<file path="src/rtl/gpio_in_conditioner.sv">
// gpio_in_conditioner: synchronises, debounces and edge-detects raw GPIO pad inputs for the AHB GPIO block.
// Optional build macro GPIO_GLITCH_CNT_EN adds GLITCH_CLR / GLITCH_CNT (count of cycles with rejected glitches).
module gpio_in_conditioner #(
    parameter int WIDTH           = 16,
    parameter int SYNC_STAGES     = 2,
    parameter int DEBOUNCE_CYCLES = 4
) (
    input  logic             HCLK,
    input  logic             HRESET,
    input  logic [WIDTH-1:0] GPIOIN,
    input  logic [WIDTH-1:0] EDGE_CLR,
`ifdef GPIO_GLITCH_CNT_EN
    input  logic             GLITCH_CLR,
    output logic [7:0]       GLITCH_CNT,
`endif
    output logic [WIDTH-1:0] GPIOCLEAN,
    output logic [WIDTH-1:0] GPIORISE,
    output logic [WIDTH-1:0] GPIOFALL,
    output logic [WIDTH-1:0] EDGE_STATUS
);

    logic [WIDTH-1:0] sync_q [SYNC_STAGES];
    logic [WIDTH-1:0] sync_s;
    logic [WIDTH-1:0] accept;
`ifdef GPIO_GLITCH_CNT_EN
    logic [WIDTH-1:0] reject;
`endif

    // Plain flop chain; no logic between stages so each stage can resolve metastability.
    always_ff @(posedge HCLK or posedge HRESET) begin
        if (HRESET) begin
            for (int k = 0; k < SYNC_STAGES; k++) sync_q[k] <= '0;
        end else begin
            sync_q[0] <= GPIOIN;
            for (int k = 1; k < SYNC_STAGES; k++) sync_q[k] <= sync_q[k-1];
        end
    end

    assign sync_s = sync_q[SYNC_STAGES-1];

    generate
        if (DEBOUNCE_CYCLES == 0) begin : g_bypass
            assign accept = sync_s ^ GPIOCLEAN;
`ifdef GPIO_GLITCH_CNT_EN
            assign reject = '0;
`endif
        end else begin : g_debounce
            localparam int CNT_W = $clog2(DEBOUNCE_CYCLES + 1);
            localparam logic [CNT_W-1:0] CNT_MAX = CNT_W'(DEBOUNCE_CYCLES);

            // The count is the per-bit state: zero is STABLE, non-zero is COUNTING.
            logic [CNT_W-1:0] cnt_q [WIDTH];

            always_comb begin
                accept = '0;
`ifdef GPIO_GLITCH_CNT_EN
                reject = '0;
`endif
                for (int i = 0; i < WIDTH; i++) begin
                    accept[i] = (sync_s[i] != GPIOCLEAN[i]) && (cnt_q[i] == CNT_MAX);
`ifdef GPIO_GLITCH_CNT_EN
                    reject[i] = (sync_s[i] == GPIOCLEAN[i]) && (cnt_q[i] != '0);
`endif
                end
            end

            always_ff @(posedge HCLK or posedge HRESET) begin
                if (HRESET) begin
                    for (int i = 0; i < WIDTH; i++) cnt_q[i] <= '0;
                end else begin
                    for (int i = 0; i < WIDTH; i++) begin
                        if ((sync_s[i] == GPIOCLEAN[i]) || (cnt_q[i] == CNT_MAX))
                            cnt_q[i] <= '0;
                        else
                            cnt_q[i] <= cnt_q[i] + CNT_W'(1);
                    end
                end
            end
        end
    endgenerate

    // Pulses are registered alongside GPIOCLEAN so they coincide with the new level.
    always_ff @(posedge HCLK or posedge HRESET) begin
        if (HRESET) begin
            GPIOCLEAN   <= '0;
            GPIORISE    <= '0;
            GPIOFALL    <= '0;
            EDGE_STATUS <= '0;
        end else begin
            GPIOCLEAN   <= GPIOCLEAN ^ accept;
            GPIORISE    <= accept & ~GPIOCLEAN;
            GPIOFALL    <= accept & GPIOCLEAN;
            EDGE_STATUS <= (EDGE_STATUS & ~EDGE_CLR) | GPIORISE | GPIOFALL;
        end
    end

`ifdef GPIO_GLITCH_CNT_EN
    always_ff @(posedge HCLK or posedge HRESET) begin
        if (HRESET)
            GLITCH_CNT <= '0;
        else if (GLITCH_CLR)
            GLITCH_CNT <= '0;
        else if ((|reject) && (GLITCH_CNT != 8'hFF))
            GLITCH_CNT <= GLITCH_CNT + 8'd1;
    end
`endif

endmodule

</file>
<file path="config.mk">
export PLATFORM = sky130hd
export DESIGN_NAME = gpio_in_conditioner
export DESIGN_NICKNAME = d
export VERILOG_FILES = /design/src/rtl/gpio_in_conditioner.sv
export SDC_FILE = /design/constraint.sdc
export NUM_CORES = 1
export LEC_CHECK = 0
export BUFFER_PORTS_ARGS = -buffer_cell sky130_fd_sc_hd__buf_2
export CAP_MARGIN = 25
export CORE_MARGIN = 1.5
export CORE_UTILIZATION = 47
export DETAILED_ROUTE_END_ITERATION = 7
export GPL_ROUTABILITY_DRIVEN = 1
export GPL_TIMING_DRIVEN = 1
export PLACE_DENSITY = 0.69
export SLEW_MARGIN = 5
export SYNTH_ARGS = -nofsm -noshare
export SYNTH_HDL_FRONTEND = slang
export SYNTH_SLANG_ARGS = --single-unit
</file>
<file path="constraint.sdc">
create_clock -name HCLK -period 5.7 [get_ports HCLK]
set_clock_uncertainty 0.15 [all_clocks]
set_input_delay 0.285 -clock HCLK [delete_from_list [all_inputs] [get_ports HCLK]]
set_output_delay 0.285 -clock HCLK [all_outputs]
set_load 0.01 [all_outputs]
</file>
==> results.yml, run 1 <==
cts:
  post_cts_resized: 0
  clk_transition_reported_paths_ns: 0.06
  cts_tree: "done"
  ctsLongestPathBuffers: 2
  root_buffer: "clkbuf_16"
  htree_levels: 4
  clock_latency_ns: 0.41
  numCtsBuffers: 17
  clock_sinks: 144
sta:
  tightestPinTransition_ns: 0.864
  holdWs_ns: 0.195
  timing.final.crit_period_ns: 1.99
  finalCritPeriodShare_pct: 34.9
  rsz0062_at_grt: "false"
  timing.fmax_mhz: 503
  finalHoldViolCount: 0
  timing.setup.tns_ns: 0
  slew_viol_final: 0
  setup_viol: 0
  max_slew_margin_pct: 42.4
routing:
  drtIter0Drc: 154
  drt-total-wl_mm: 9.54
  drt-wirelength-per-cell_um: 13.2
  antenna_left: 0
  post-route-drc-count: 0
  vias: 3494
  firstDrtPassIters: 4
  viasPerCell: 4.83
synthesis:
  synth_seq_area_share_pct: 65.2
  ys_types: 14
  yosys_warnings: 0
  syn-instance-count: 417
  syn_nets: 483
  ys_ff_latch: 144
  synth.avg_cell_area_um2: 13.3
  netlist_area_um2: 5530
outcome:
  outcome: "finished clean"
global_route:
  antenna_found_initial: 0
  grt_max_degree: 74
  grt_pass1_vias: 3723
  grt_pass1_wl_mm: 16.8
  grt_usage_pct: 17.2
  grt_overflow_total: 0
placed_design:
  io_buffers: 97
  dp_cells: 658
  dp_hpwl_mm: 6.03
  place_congestion: 0.666
  place_area_um2: 6210
layout:
  stdcell_area_um2: 7160
  layout_common_cells: "144 x dfrtp_1, 97 x buf_2, 48 x inv_1"
  fill_cells: 884
  nets: 633
  antennaDiodeCount: 0
  mostFrequentLayoutCell: "dfrtp_1"
  drive_above_1_share_pct: 24.8
  layout.cells.non_filler: 723
  area_growth_pct: 29.5
floorplan:
  die_w_um: 111
  dieArea_um2: 12400
  row_count: 39
  core_area_um2: 11500
  io_pins: 98
  start_util_pct: 48.2
  die_y_um: 111
critical_path:
  rr_worst_depth: 4
  crit_type: "in2async"
  r2r_slack_ns: 4.26
  cp_data_required_time_ns: 5.98
  crit_path_max_fanout: 73
  cp_data_arrival_time_ns: 2.26
  r2r-start: "g_debounce.cnt_q[15]"
  start_kind: "input port"
  critPathCaptureType: "async pin"
pwr:
  leakagePower_nw: 3.52
  power_mw: 3.22
  vdd_drop_max_v: 0.000266
  cellPowerDensity_nw_per_um2: 450
min_path:
  whs_path_depth: 0
  min_to: "sync_s[5]"
  hold_path_class: "reg2reg"
  hp-start: "sync_q[21]"
run:
  timing.max_cap.violations: 0
-- cell type report --
| class | instances | area [um2] | share of cell area, % |
|---|---|---|---|
| clock buffer | 22 | 464 | 6.48 |
| clock inverter | 10 | 159 | 2.22 |
| inverter | 49 | 189 | 2.64 |
| multi-input combinational | 224 | 1740 | 24.3 |
| sequential | 144 | 3600 | 50.3 |
| tap | 143 | 179 | 2.50 |
| timing repair buffer | 131 | 823 | 11.5 |
-- cell families (layout without fill, tap and decap cells) --
| logic type | count (synthesis) | in the layout | synth area share, % |
|---|---|---|---|
| DFF | 144 | 144 | 65.2 |
| adders and majority gates | 32 | 32 | 7.24 |
| xor gates and xnor gates | 16 | 16 | 2.53 |
| muxes | 16 | 16 | 3.26 |
| and+or+nand+nor | 112 | 112 | 13.4 |
| AOI/OAI and AO/OA | 48 | 48 | 5.07 |
| buffers and inverters | 49 | 212 | 3.33 |
-- synth_stat cells --
cell type	instances	share of area (%)
a211oi_1	16	2.2
nand2_1	16	1.1
dfrtp_1	144	65
mux2_2	16	3.3
inv_1	49	3.3
and3b_1	16	2.5
nor2_1	16	1.1
or3b_1	16	2.5
ha_1	32	7.2
xnor2_1	16	2.5
o21ai_0	16	1.4
a21oi_1	16	1.4
nand2b_1	16	1.8
nor3b_1	32	4.3
-- how the worst max path moves through the flow --
stage	depth (start not counted)	to	slack, ns	startpoint
3_3_place_gp	3	sync_q[16]	3.76	HRESET
2_1_floorplan	1	EDGE_STATUS[0]	1.40	HRESET
4_1_cts	4	g_debounce.cnt_q[36]	3.63	HRESET
5_1_grt	4	GPIOFALL[0]	3.41	HRESET
6_report	4	g_debounce.cnt_q[45]	3.71	HRESET
3_5_place_dp	3	EDGE_STATUS[4]	3.72	HRESET
-- power by group --
part	total, mW	switching, mW	internal, mW	leakage, nW
combinational	0.671	0.328	0.344	1.34
clock	1.15	0.401	0.754	0.300
sequential	1.39	0.169	1.22	1.88
-- per-stage QoR --
step	util (%)	setup WS, ns
after floorplan	-	1.40
after global placement	54.1	3.76
after detailed placement	54.1	3.72
after CTS	62.4	3.63
after global routing	62.4	3.41
final	62.4	3.71
-- worst max-delay path, stage by stage --
cell           delay (ns)
dlygate4sd3_1        0.54
buf_2                0.15
inv_6                0.44
buf_4                0.80
-- repair_timing --
item                                   in CTS  in global routing
setup endpoints to repair                   0                  0
hold buffers                               33                  0
buffers inserted                            0                  0
endpoints found under the hold margin     104                  0
-- metal layers --
metal	track usage [%]	up-vias	part of all wire, %
met5	0	-	0
met3	5.17	22	4.2
met1	20.7	1698	43
met2	28.6	80	50
li1	-	1694	-
met4	7.93	0	2.1
(Power assumes the default switching activity.)
==> inputs of run 2 (changes only) <==
--- a/config.mk
+++ b/config.mk
@@ -5,6 +5,7 @@
 export SDC_FILE = /design/constraint.sdc
 export NUM_CORES = 1
 export LEC_CHECK = 0
+export ABC_AREA = 1
 export BUFFER_PORTS_ARGS = -buffer_cell sky130_fd_sc_hd__buf_2
 export CAP_MARGIN = 25
 export CORE_MARGIN = 1.5
==> constraint.sdc (replaced) <==
create_clock -name HCLK -period 2 [get_ports HCLK]
set_clock_uncertainty 0.15 [all_clocks]
set_input_delay 0.1 -clock HCLK [delete_from_list [all_inputs] [get_ports HCLK]]
set_output_delay 0.1 -clock HCLK [all_outputs]
set_load 0.01 [all_outputs]
==> results.yml, run 2 <==
floorplan:
  row_count: 40
  dieArea_um2: 12800
  core_area_um2: 11900
  die_y_um: 113
  start_util_pct: 47.9
  die_w_um: 113
  io_pins: 98
placed_design:
  dp_hpwl_mm: 6.23
  pre_cts_ws_ns: 0.794
  dp_cells: 820
  place_area_um2: 6410
  io_buffers: 97
  place_congestion: 0.685
routing:
  vias: 3927
  drt-total-wl_mm: 9.40
  viasPerCell: 4.45
  drt-wirelength-per-cell_um: 10.6
  post-route-drc-count: 0
  firstDrtPassIters: 4
  drtIter0Drc: 178
  antenna_left: 0
critical_path:
  r2r-start: "g_debounce.cnt_q[18]"
  rr_worst_depth: 6
  r2r_slack_ns: 0.77
  cp.buffers_inverters: 1
  slowest_stage: "dfrtp_1"
  crit_family: "flip-flops"
  slowest_delay_ns: 0.43
  cp_data_arrival_time_ns: 1.01
  cp_data_required_time_ns: 1.75
  path_cells: "buf_2"
  start_kind: "flip-flop"
  crit_type: "reg2out"
  crit_path_max_fanout: 5
  critPathCaptureType: "primary output"
global_route:
  grt_pass1_wl_mm: 16.2
  grt_overflow_total: 0
  grt_max_degree: 101
  antenna_found_initial: 0
  grt_pass1_vias: 3964
  grt_usage_pct: 16.2
cts:
  clock_latency_ns: 0.42
  root_buffer: "clkbuf_16"
  htree_levels: 4
  clk_transition_reported_paths_ns: 0.06
  clock_sinks: 144
  cts_tree: "done"
  ctsLongestPathBuffers: 2
  post_cts_buffers: 0
  post_cts_resized: 0
  numCtsBuffers: 17
synthesis:
  synth_top_area_cell: "dfrtp_1"
  synth_most_common_cell: "dfrtp_1"
  synth_edf_count: 0
  ys_types: 10
  netlist_area_um2: 5710
  ys.flop_type: "dfrtp_1"
  syn-instance-count: 574
  ys_ff_latch: 144
  yosysTopAreaCellShare_pct: 63.1
  synthTopCellsByArea: "dfrtp_1 63%, inv_1 8.7%, ha_1 7.0%"
  synth_seq_area_share_pct: 63.1
  ys_async_sr_fraction_pct: 100
  synth.avg_cell_area_um2: 9.95
  yosys_warnings: 0
  synth_common_cells: "144 x dfrtp_1, 132 x inv_1, 93 x nand2_1"
  syn_nets: 640
layout:
  layout.cells.non_filler: 883
  mostFrequentLayoutCell: "dfrtp_1"
  layout_common_cells: "144 x dfrtp_1, 131 x inv_1, 97 x buf_2"
  area_growth_pct: 27.8
  multiInputGateArea_um2: 1570
  stdcell_area_um2: 7290
  area.sequential_um2: 3600
  antennaDiodeCount: 0
  drive_above_1_share_pct: 23.5
  nets: 791
  fill_cells: 975
sta:
  timing.fmax_mhz: 792
  finalHoldViolCount: 0
  rsz0062_at_grt: "false"
  timing.final.crit_period_ns: 1.26
  max_slew_margin_pct: 63.4
  setup_viol: 0
  slew_viol_final: 0
  tightestPinTransition_ns: 0.549
  holdWs_ns: 0.162
  finalWorstSetupSlack_ns: 0.737
  finalCritPeriodShare_pct: 63.2
run:
  timing.max_cap.violations: 0
min_path:
  hp-start: "GPIOIN[15]"
  min_to: "sync_q[31]"
  whs_path_depth: 2
  hold_path_class: "in2reg"
pwr:
  vdd_drop_max_v: 0.000592
  cellPowerDensity_nw_per_um2: 1270
  leakagePower_nw: 4.06
  power_mw: 9.27
outcome:
  outcome: "finished clean"
run 2: cells by family after synthesis:
| logic type | share of synthesized area (%) |
|---|---|
| AND/OR/NAND/NOR | 17.7 |
| adder cells (fa/ha/maj) | 7.01 |
| buffers and inverters | 9.34 |
| flip-flops | 63.1 |
| AO/OA/AOI/OAI | 2.81 |
run 2: timing repair:
item	CTS	global route
endpoints found under the setup margin	0	0
hold buffers	33	0
endpoints found under the hold margin	176	0
run 2: worst max-delay path by stage:
stage	slack (ns)	depth (start not counted)	start	endpoint
2_1_floorplan	-0.06	1	HRESET	EDGE_STATUS[0]
3_5_place_dp	0.79	6	g_debounce.cnt_q[18]	flip-flop
6_report	0.74	1	flip-flop	GPIOCLEAN[12]
3_3_place_gp	0.87	6	g_debounce.cnt_q[6]	flip-flop
4_1_cts	0.72	1	flip-flop	GPIOCLEAN[12]
5_1_grt	0.69	6	g_debounce.cnt_q[39]	flip-flop
run 2: report_power, final:
group	leakage (nW)	switching (mW)	internal, mW
clock network	0.270	1.10	1.80
registers	1.87	0.517	3.59
logic	1.92	1.33	0.928
total	4.06	2.95	6.31
run 2: metal layers:
layer | vias up | share of wire (%) | GRT usage (%)
li1 | 1990 | - | -
met1 | 1840 | 41 | 16.5
met2 | 76 | 51 | 29.1
met3 | 21 | 4.7 | 5.20
met4 | 0 | 2.5 | 9.17
met5 | - | 0 | 0
run 2: cell type report:
type	instances	area share, %
sequential	144	49.4
tap	147	2.52
clock inverter	4	0.343
multi-input combinational	288	21.6
timing repair buffer	132	11.6
inverter	142	7.36
clock buffer	26	7.26
run 2: stage by stage:
stage | setup TNS, ns | util [%]
detailed placement | 0 | 53.8
CTS | 0 | 61.2
global route | 0 | 61.2
global placement | 0 | 53.8
floorplan | -7.93 | -
finish | 0 | 61.2
